File: src/rtl/barramento_arbitro.sv
// barramento_arbitro
// Round-robin arbiter and sequencer for the 6-port shared bus (Barramento).
// Ports 0..5 are pilha, memoria, temp1, temp2, ula and uc. Each unit raises
// req[i] with its destination in dst_i. One request is granted at a time.
// The source drives the bus for one cycle. After LATENCIA edges the
// destination reads the bus, and done is pulsed to the requester.
//
// Ports:
//   clk            system clock, rising edge
//   rst_n          asynchronous active-low reset
//   req[5:0]       level request; port i is the source of its transfer
//   dst_0..dst_5   destination of each requester (0..5 legal, 6..7 illegal)
//   ctrl_0..ctrl_5 per-port bus controls: 10 = drive, 01 = read, 00 = idle
//   gnt[5:0]       one-hot, high while the granted source drives the bus
//   done[5:0]      one-hot 1-cycle pulse, transfer of port i completed
//   err[5:0]       one-hot 1-cycle pulse, request of port i had an illegal dst
//   busy           high whenever the sequencer is not idle
module barramento_arbitro #(
  parameter int LATENCIA = 2
) (
  input  logic       clk,
  input  logic       rst_n,
  input  logic [5:0] req,
  input  logic [2:0] dst_0,
  input  logic [2:0] dst_1,
  input  logic [2:0] dst_2,
  input  logic [2:0] dst_3,
  input  logic [2:0] dst_4,
  input  logic [2:0] dst_5,
  output logic [1:0] ctrl_0,
  output logic [1:0] ctrl_1,
  output logic [1:0] ctrl_2,
  output logic [1:0] ctrl_3,
  output logic [1:0] ctrl_4,
  output logic [1:0] ctrl_5,
  output logic [5:0] gnt,
  output logic [5:0] done,
  output logic [5:0] err,
  output logic       busy
);

  typedef enum logic [2:0] {
    OCIOSO,
    ESCRITA,
    ESPERA,
    LEITURA,
    ERRO
  } estado_t;

  // Wait-counter load value: ESPERA runs while cnt counts down to 1.
  localparam logic [1:0] CNT_INIT = 2'(LATENCIA - 1);

  estado_t         state_reg;
  logic [2:0]      src_reg;
  logic [2:0]      dst_reg;
  logic [2:0]      ptr_reg;
  logic [1:0]      cnt_reg;
  logic [5:0][1:0] ctrl_reg;
  logic [5:0]      gnt_reg;
  logic [5:0]      done_reg;
  logic [5:0]      err_reg;
  logic            busy_reg;

  logic [2:0]      dst_arr [6];
  logic            found;
  logic [2:0]      win;
  logic [3:0]      scan;

  assign dst_arr[0] = dst_0;
  assign dst_arr[1] = dst_1;
  assign dst_arr[2] = dst_2;
  assign dst_arr[3] = dst_3;
  assign dst_arr[4] = dst_4;
  assign dst_arr[5] = dst_5;

  // Rotating priority scan: start at ptr and wrap modulo 6. The first set
  // request bit wins.
  always_comb begin
    found = 1'b0;
    win   = '0;
    scan  = '0;
    for (int k = 0; k < 6; k++) begin
      scan = {1'b0, ptr_reg} + 4'(k);
      if (scan >= 4'd6) begin
        scan = scan - 4'd6;
      end
      if (!found && req[scan[2:0]]) begin
        found = 1'b1;
        win   = scan[2:0];
      end
    end
  end

  // Outputs are registered together with the state. They are set on the
  // edge that enters the state they belong to, so every output is a pure
  // function of the registered state.
  always_ff @(posedge clk or negedge rst_n) begin
    if (!rst_n) begin
      state_reg <= OCIOSO;
      src_reg   <= '0;
      dst_reg   <= '0;
      ptr_reg   <= '0;
      cnt_reg   <= '0;
      ctrl_reg  <= '0;
      gnt_reg   <= '0;
      done_reg  <= '0;
      err_reg   <= '0;
      busy_reg  <= 1'b0;
    end else begin
      ctrl_reg <= '0;
      gnt_reg  <= '0;
      done_reg <= '0;
      err_reg  <= '0;
      case (state_reg)
        OCIOSO: begin
          if (found) begin
            src_reg  <= win;
            ptr_reg  <= (win == 3'd5) ? 3'd0 : win + 3'd1;
            busy_reg <= 1'b1;
            if (dst_arr[win] <= 3'd5) begin
              dst_reg       <= dst_arr[win];
              state_reg     <= ESCRITA;
              gnt_reg[win]  <= 1'b1;
              ctrl_reg[win] <= 2'b10;
            end else begin
              state_reg    <= ERRO;
              err_reg[win] <= 1'b1;
            end
          end else begin
            busy_reg <= 1'b0;
          end
        end
        ESCRITA: begin
          cnt_reg <= CNT_INIT;
          if (LATENCIA == 1) begin
            state_reg         <= LEITURA;
            ctrl_reg[dst_reg] <= 2'b01;
            done_reg[src_reg] <= 1'b1;
          end else begin
            state_reg <= ESPERA;
          end
        end
        ESPERA: begin
          if (cnt_reg <= 2'd1) begin
            state_reg         <= LEITURA;
            ctrl_reg[dst_reg] <= 2'b01;
            done_reg[src_reg] <= 1'b1;
          end else begin
            cnt_reg <= cnt_reg - 2'd1;
          end
        end
        LEITURA: begin
          state_reg <= OCIOSO;
          busy_reg  <= 1'b0;
        end
        ERRO: begin
          state_reg <= OCIOSO;
          busy_reg  <= 1'b0;
        end
        default: begin
          state_reg <= OCIOSO;
          busy_reg  <= 1'b0;
        end
      endcase
    end
  end

  assign ctrl_0 = ctrl_reg[0];
  assign ctrl_1 = ctrl_reg[1];
  assign ctrl_2 = ctrl_reg[2];
  assign ctrl_3 = ctrl_reg[3];
  assign ctrl_4 = ctrl_reg[4];
  assign ctrl_5 = ctrl_reg[5];
  assign gnt    = gnt_reg;
  assign done   = done_reg;
  assign err    = err_reg;
  assign busy   = busy_reg;

endmodule

File: config.mk
export PLATFORM = sky130hd
export DESIGN_NAME = barramento_arbitro
export DESIGN_NICKNAME = d
export VERILOG_FILES = /design/src/rtl/barramento_arbitro.sv
export SDC_FILE = /design/constraint.sdc
export NUM_CORES = 1
export LEC_CHECK = 0
export CORE_MARGIN = 5
export CORE_UTILIZATION = 30
export CTS_BUF_LIST = sky130_fd_sc_hd__clkbuf_4
export DETAILED_ROUTE_END_ITERATION = 12
export PLACE_DENSITY = 0.48
export SETUP_SLACK_MARGIN = 0.1
export SLEW_MARGIN = 20
export SYNTH_ARGS = -nofsm -noshare
export SYNTH_HDL_FRONTEND = slang
export SYNTH_SLANG_ARGS = --single-unit
export TNS_END_PERCENT = 5
File: constraint.sdc
create_clock -name clk -period 11 [get_ports clk]
set_input_delay 2.2 -clock clk [delete_from_list [all_inputs] [get_ports clk]]
set_output_delay 2.2 -clock clk [all_outputs]
set_load 0.03 [all_outputs]
==> results of run 1 <==
==> cell type report <==
type                       instances  share of cell area
clock buffer                       6              0.0119
clock inverter                     2              0.0103
multi-input combinational        253               0.471
timing repair buffer              59               0.154
inverter                          11              0.0109
sequential                        45               0.298
tap                              133              0.0441
==> through the flow <==
stage	area, um^2	util	hold slack [ns]	cells	setup WS, ns
floorplan	3050	-	0.468	326	6.28
global placement	3690	0.376	0.484	501	5.33
detailed placement	3690	0.376	0.480	501	5.19
CTS	3770	0.384	0.512	509	5.59
global route	3780	0.385	0.547	509	5.30
finish	3780	0.385	0.511	509	5.53
==> cells by family (layout without fill, tap and decap cells) <==
logic type | after synthesis | after routing | synth area share
buffers and inverters | 28 | 78 | 0.0485
adders and majority gates | 9 | 9 | 0.0370
muxes | 16 | 16 | 0.0678
and+or+nand+nor | 135 | 135 | 0.229
AOI/OAI and AO/OA | 84 | 84 | 0.217
xor gates and xnor gates | 9 | 9 | 0.0308
DFF | 45 | 45 | 0.370
==> worst reg2reg max path, cell delays in order, from the launching register on <==
cell and delay, ns:
dfrtp_1 0.59, inv_1 0.23, ha_1 0.86, nor3_1 0.22, o21a_1 0.25, nor3_2 0.46, a211o_1 0.19, nand3_1 0.45
nand4_1 0.35, o2111ai_4 0.26, or4_1 0.59, o211a_1 0.12
==> path summary, 6_finish.rpt <==
| check | from | endpoint | cells after the start | slack (ns) |
|---|---|---|---|---|
| setup / recovery | req[2] | dst_reg[0] | 11 | 5.53 |
| hold / removal | busy | busy | 2 | 0.51 |
| setup reg to reg | ptr_reg[1] | dst_reg[0] | 11 | 6.34 |
| hold reg to reg | busy | busy | 2 | 0.51 |
| max in group asynchronous | rst_n | ptr_reg[1] | 1 | 8.79 |
| min in group asynchronous | rst_n | done[4] | 1 | 1.82 |
==> layout by cell type, fill, tap and decap left out, drive strengths merged, types with 9 or more instances in the layout <==
cell / count
inv: 11
mux2: 9
dfrtp: 45
clkdlybuf4s50: 55
ha: 9
nor3: 15
nand2: 30
a21oi: 21
nor2: 37
o21ai: 10
==> layer usage <==
metal	wire length, um	GRT usage	vias to the layer above	part of all wire
met5	0	0	-	0
met4	65	0.0255	0	0.0082
met3	444	0.0240	4	0.056
met2	3770	0.216	88	0.47
met1	3680	0.174	1273	0.46
li1	-	-	1301	-
==> results by group, run 1 <==
Critical path
  • CP max FO: 14
  • CP max-delay cell: or4_1
  • CP delay by family, top: simple AND/OR/NAND/NOR gates
  • Worst path bufs/invs: 1
  • Critical Path RT: 11.25 ns
  • WS Path Type: input port to flop
  • Worst path arrival time: 5.73 ns
  • Crit start category: input port
  • Crit. End Element: flop
  • Crit-path max cell delay: 0.59 ns
  • Ordered cell list for the critical path: clkdlybuf4s50_1, mux2i_2, and4b_1, a211oi_2, and3_1, o32a_1, nand3_1, nand4_1, o2111ai_4, or4_1, o211a_1

Synthesis
  • Seq cells post-synth: 45
  • Post-synth cell types: 74
  • Top cell type's share of synthesized area: 0.370
  • Post-synth EDFFs: 0
  • Syn Area/Cell: 9.34 um^2
  • Cell with the most instances after synthesis: dfrtp_1
  • Yosys warnings: 0
  • Commonest register cell after synthesis: dfrtp_1
  • Largest area contributor in the netlist: dfrtp_1
  • Post-synth ARST share: 1.00
  • Cells after synthesis: 326
  • Register area share after synthesis: 0.370
  • Synth cell count leaders: dfrtp_1 (45), nor2_1 (37), nand2_1 (29)
  • Ranking of synthesized cells by area: dfrtp_1 (37%), nor2_1 (4.6%), ha_1 (3.7%), nand2_1 (3.6%), a21oi_1 (3.5%)
  • Mapped Area: 3050 um^2
  • Syn Nets: 361

Routing
  • Pre-Repair DR Iteration Count: 4
  • Via count: 2666
  • DRC errors left: 0
  • DR vias/cell: 5.24
  • Final WL: 7960 um
  • Initial DRC Count: 163
  • Per-cell routed wire length: 15.6 um
  • Remaining antenna violation count: 0

Status
  • Status: finished, final reports clean

Clocking
  • # resized after CTS: 0
  • Sink Count: 45
  • Root Driver: clkbuf_4
  • Worst-path clk slew: 0.13 ns
  • H-tree depth reported by CTS: 2
  • Maximum clock path buffer count: 2
  • CTS buffer count: 5
  • CTS tree: built
  • Worst skew pair latency: 0.35 ns
  • Hold Buf Count CTS: 0
  • Postcts setup bufs: 0

STA
  • Final Hold Vio Count: 0
  • Clk_skew: 0.00822 ns
  • Final setup violation count: 0
  • Slew Viols, Final: 0
  • Fmax achieved: 0.183 GHz
  • Final worst-path cycle share: 0.498
  • Slew @ Worst Pin: 0.803 ns
  • Final min period: 5.47 ns
  • Slew headroom: 0.465
  • Total negative slack: 0 ns
  • RSZ-0062 raised after global routing: false

Floorplan
  • Die H: 111 um
  • Rows: 36
  • Initial Utilization: 0.310
  • IO Pins: 57
  • Core Area: 9820 um^2
  • Die Wd: 111 um
  • Die Area: 12300 um^2

Place
  • DP HPWL: 6170 um
  • GPL Wtd Cong: 0.868
  • Number of buffers inserted by port buffering: 56

Final layout
  • Area of the multi-input gates: 1780 um^2
  • Layout Area Growth over Synthesis: 24.0%
  • Register area: 1130 um^2
  • Share of layout cells above drive strength 1: 0.117
  • Diode count: 0
  • Post-layout nets: 410
  • # fillers: 1036

Global routing
  • Initial antenna violation count: 0
  • Vias in the first global route: 2514
  • Pin count of the biggest net entering global routing: 46
  • Remaining Overflow, GRT: 0
  • GRT Total Usage: 0.129
  • First-pass GRT wire length: 13100 um

Worst hold path
  • Hold Crit Class: flop to flop

Run
  • Max_cap viols: 0
Power of run 1 is left out: the tool's default activity adds up to more than one toggle a clock period on the data nets, which glitch-free logic cannot reach.
==> run 2, diff against run 1 <==
PLACE_DENSITY = 0.5   (was 0.48)
clock period = 4.7 ns   (was 11 ns; I/O delays follow)
==> run 2 against run 1 <==
Design area increased by 1.3%. Final cell count is 2.0% higher. Count of clock-buffer cells in the layout is 1 lower. Critical path depth did not move. Clock skew shrank 0.0011 ns. Sequential share of layout area is 0.39 points lower. Die area is the same. Sequential cell count unchanged. Register-to-register slack worse by 5.7 ns. Non-clock buffer count increased by 10. Highest routed layer unchanged. Via count fell by 0.45%.
==> results by group, run 2 (synthesis results as in run 1) <==
Global routing
  • Initial antenna violation count: 0
  • Vias in the first global route: 2697
  • First-pass GRT wire length: 13800 um
  • Pin count of the biggest net entering global routing: 46
  • Remaining Overflow, GRT: 0
  • GRT Total Usage: 0.135

STA
  • Total negative slack: 0 ns
  • Slew headroom: 0.587
  • Final worst-path cycle share: 0.856
  • Slew Viols, Final: 0
  • Slew @ Worst Pin: 0.619 ns
  • Final setup violation count: 0
  • Final min period: 4.02 ns
  • Setup ws final: 0.675 ns
  • Final Hold Vio Count: 0
  • RSZ-0062 raised after global routing: false
  • Fmax achieved: 0.248 GHz
  • Clk_skew: 0.00716 ns

Final layout
  • Area of the multi-input gates: 1780 um^2
  • Layout Area Growth over Synthesis: 25.7%
  • Non-Filler Instances: 519
  • # fillers: 1035
  • Diode count: 0
  • Register area: 1130 um^2
  • Commonest non-fill, non-tap cell in the layout: clkdlybuf4s50_1
  • Most frequent cells in the layout: clkdlybuf4s50_1 (55), dfrtp_1 (45), nor2_1 (37)
  • Post-layout nets: 420
  • Final core utilization: 0.390
  • Share of layout cells above drive strength 1: 0.140

Run
  • Max_cap viols: 0

Worst hold path
  • Cells on Worst Hold Path: 2
  • Hold Crit Class: flop to flop

Place
  • DP HPWL: 6370 um
  • GPL Wtd Cong: 0.822
  • Placed cell count: 511
  • Number of buffers inserted by port buffering: 56
  • Pre-CTS setup slack: 0.346 ns

Clocking
  • CTS tree: built
  • Sink Count: 45
  • Root Driver: clkbuf_4
  • Maximum clock path buffer count: 2
  • CTS buffer count: 5
  • Worst-path clk slew: 0.14 ns
  • Hold Buf Count CTS: 0
  • Worst skew pair latency: 0.35 ns
  • # resized after CTS: 0
  • Postcts setup bufs: 0
  • H-tree depth reported by CTS: 2

Critical path
  • CP max FO: 14
  • Worst path arrival time: 4.29 ns
  • Crit. End Element: flop
  • R2R depth: 11
  • Critical Path RT: 4.96 ns
  • WS Path Type: flop to flop
  • Crit start category: flop

Floorplan
  • Die Area: 12300 um^2
  • Die H: 111 um
  • Initial Utilization: 0.310
  • Die Wd: 111 um
  • Core Area: 9820 um^2
  • IO Pins: 57
  • Rows: 36

Routing
  • Initial DRC Count: 172
  • Final WL: 8230 um
  • Pre-Repair DR Iteration Count: 4
  • DRC errors left: 0
  • DR vias/cell: 5.11
  • Remaining antenna violation count: 0
  • Via count: 2654
  • Per-cell routed wire length: 15.8 um

Status
  • Status: finished, final reports clean
==> run 2: layout make-up <==
cell class / count / share of cell area
Timing Repair Buffer: 69 / 0.171
Multi-Input combinational cell: 253 / 0.465
Tap cell: 133 / 0.0435
Inverter: 11 / 0.0108
Clock inverter: 3 / 0.00556
Clock buffer: 5 / 0.00981
Sequential cell: 45 / 0.294
==> run 2: critical path: stages (launching register included) <==
cell	delay [ns]
dfrtp_1	0.63
ha_1	0.58
nand2_1	0.25
and4b_1	0.25
a211oi_2	0.36
and2_1	0.24
nand3_1	0.15
o221ai_2	0.27
or2_1	0.34
o2111ai_4	0.17
or4_1	0.56
o211a_1	0.13
==> run 2: routing by layer <==
metal | GRT usage | share of wire | vias to the layer above
li1 | - | - | 1322
met1 | 0.181 | 0.46 | 1241
met2 | 0.220 | 0.47 | 82
met3 | 0.0311 | 0.057 | 9
met4 | 0.0312 | 0.013 | 0
met5 | 0 | 0 | -
==> run 2: stage by stage <==
step / hold slack, ns / instance area, um^2
after floorplan: 0.468 / 3050
after global placement: 0.483 / 3770
after detailed placement: 0.474 / 3770
after CTS: 0.506 / 3820
after global routing: 0.547 / 3830
final: 0.501 / 3830
==> run 2: path summary, 6_finish.rpt <==
kind | slack [ns] | from | end
worst min-delay path | 0.50 | busy | busy
min in group asynchronous | 0.54 | rst_n | cnt_reg[0]
worst min register to register | 0.50 | busy | busy
worst max-delay path | 0.68 | ptr_reg[2] | dst_reg[0]
max in group asynchronous | 3.76 | rst_n | dst_reg[2]
worst max register to register | 0.68 | ptr_reg[2] | dst_reg[0]
Power of run 2 is left out for the same reason.
==> run 3, diff against run 2 <==
CORE_MARGIN = not set   (was 5)
==> run 3 against run 2 <==
Global-route usage up 2.3 points. Wire length fell by 2.9%. Count of clock-buffer cells in the layout rose by 1. Worst hold slack improved by 0.0043 ns. Die area down 14%. Largest cell class unchanged. Sequential cell count unchanged. Non-clock buffer count shrank 3. Maximum frequency is 1.1% lower. Sequential share of layout area barely moved. Final cell count down 0.58%.
==> results by group, run 3 (synthesis results as in run 1) <==
Floorplan
  • IO Pins: 57
  • Die Area: 10600 um^2
  • Die H: 103 um
  • Die Wd: 103 um
  • Core Area: 9820 um^2
  • Initial Utilization: 0.310
  • Rows: 36

STA
  • Final worst-path cycle share: 0.866
  • Clk_skew: 0.0118 ns
  • RSZ-0062 raised after global routing: false
  • Slew @ Worst Pin: 0.767 ns
  • Total negative slack: 0 ns
  • Final min period: 4.07 ns
  • Fmax achieved: 0.246 GHz
  • Final Hold Vio Count: 0
  • Slew headroom: 0.489
  • Final setup violation count: 0
  • Slew Viols, Final: 0

Critical path
  • Crit. End Element: flop
  • Worst path arrival time: 4.33 ns
  • Slack of the worst reg-to-reg path: 0.63 ns
  • CP max FO: 14
  • Crit start category: flop
  • Critical Path RT: 4.96 ns
  • RR Startpoint: ptr_reg[2]
  • Reg-to-reg endpoint: dst_reg[2]
  • WS Path Type: flop to flop
  • R2R depth: 11

Global routing
  • Remaining Overflow, GRT: 0
  • Vias in the first global route: 2632
  • Pin count of the biggest net entering global routing: 46
  • First-pass GRT wire length: 13000 um
  • GRT Total Usage: 0.158
  • Initial antenna violation count: 0

Routing
  • Per-cell routed wire length: 15.5 um
  • Final WL: 7990 um
  • DRC errors left: 0
  • Pre-Repair DR Iteration Count: 4
  • Remaining antenna violation count: 0
  • DR vias/cell: 5.17
  • Initial DRC Count: 78
  • Via count: 2667

Place
  • DP HPWL: 6160 um
  • GPL Wtd Cong: 0.892
  • Number of buffers inserted by port buffering: 56

Clocking
  • Sink Count: 45
  • Worst-path clk slew: 0.13 ns
  • Root Driver: clkbuf_4
  • Hold Buf Count CTS: 0
  • CTS tree: built
  • # resized after CTS: 0
  • Worst skew pair latency: 0.35 ns
  • H-tree depth reported by CTS: 2
  • CTS buffer count: 5
  • Maximum clock path buffer count: 2
  • Postcts setup bufs: 0

Final layout
  • Post-layout nets: 417
  • Share of layout cells above drive strength 1: 0.133
  • Layout Area Growth over Synthesis: 25.8%
  • Diode count: 0
  • Commonest non-fill, non-tap cell in the layout: clkdlybuf4s50_1
  • Most frequent cells in the layout: clkdlybuf4s50_1 (55), dfrtp_1 (45), nor2_1 (37)

Worst hold path
  • Hold wc startpoint: busy
  • Cells on Worst Hold Path: 2
  • Hold Crit Class: flop to flop
  • WHS Endpoint: busy

Status
  • Status: finished, final reports clean

Run
  • Max_cap viols: 0
## run 3: cell count changes in the layout (fill, tap and decap cells not counted)
cell	before	now
inv_6	1	0
clkinv_2	1	0
clkbuf_4	5	6
clkinvlp_4	1	0
bufinv_16	0	1
clkinv_4	0	1
buf_4	14	11
## run 3: critical path, cell delays in order (launching register included)
cell and delay (ns):
dfrtp_1 0.61, ha_1 0.57, nand2_1 0.25, and4b_1 0.26
a211oi_2 0.39, and2_1 0.26, and2_1 0.18, o221ai_2 0.13
or2_1 0.38, or3_1 0.38, a31oi_1 0.36, o21ba_2 0.22
## run 3: layout make-up
type                       instances  area (um^2)
inverter                          11         41.3
multi-input combinational        253         1780
clock inverter                     2         38.8
sequential                        45         1130
clock buffer                       6         45.0
fill                            1016         5990
tap                              133          166
timing repair buffer              66          633
## run 3: worst max-delay path by stage
| stage | from | end | slack, ns |
|---|---|---|---|
| final | ptr_reg[2] | dst_reg[2] | 0.63 |
| after floorplan | ptr_reg[0] | dst_reg[0] | 1.10 |
| after global routing | ptr_reg[2] | dst_reg[0] | 0.33 |
| after CTS | ptr_reg[2] | dst_reg[0] | 0.65 |
| after global placement | req[2] | dst_reg[0] | 0.38 |
| after detailed placement | req[2] | dst_reg[0] | 0.35 |
## run 3: through the flow
step                setup WS (ns)  cell area, um^2  hold slack, ns  utilization  cells
floorplan                    1.10             3050           0.468            -    326
global placement            0.377             3740           0.483        0.381    508
CTS                         0.652             3830           0.517        0.390    516
detailed placement          0.352             3740           0.489        0.381    508
global route                0.327             3830           0.560        0.390    516
finish                      0.629             3830           0.506        0.390    516
## run 3: routing by layer
metal  wire [um]  vias up  GRT usage  part of all wire
met2        3810       55      0.255              0.48
met3         218       11     0.0298             0.027
met1        3850     1289      0.219              0.48
li1            -     1312          -                 -
met5           0        -          0                 0
met4         112        0     0.0368             0.014
Power of run 3 is left out for the same reason.
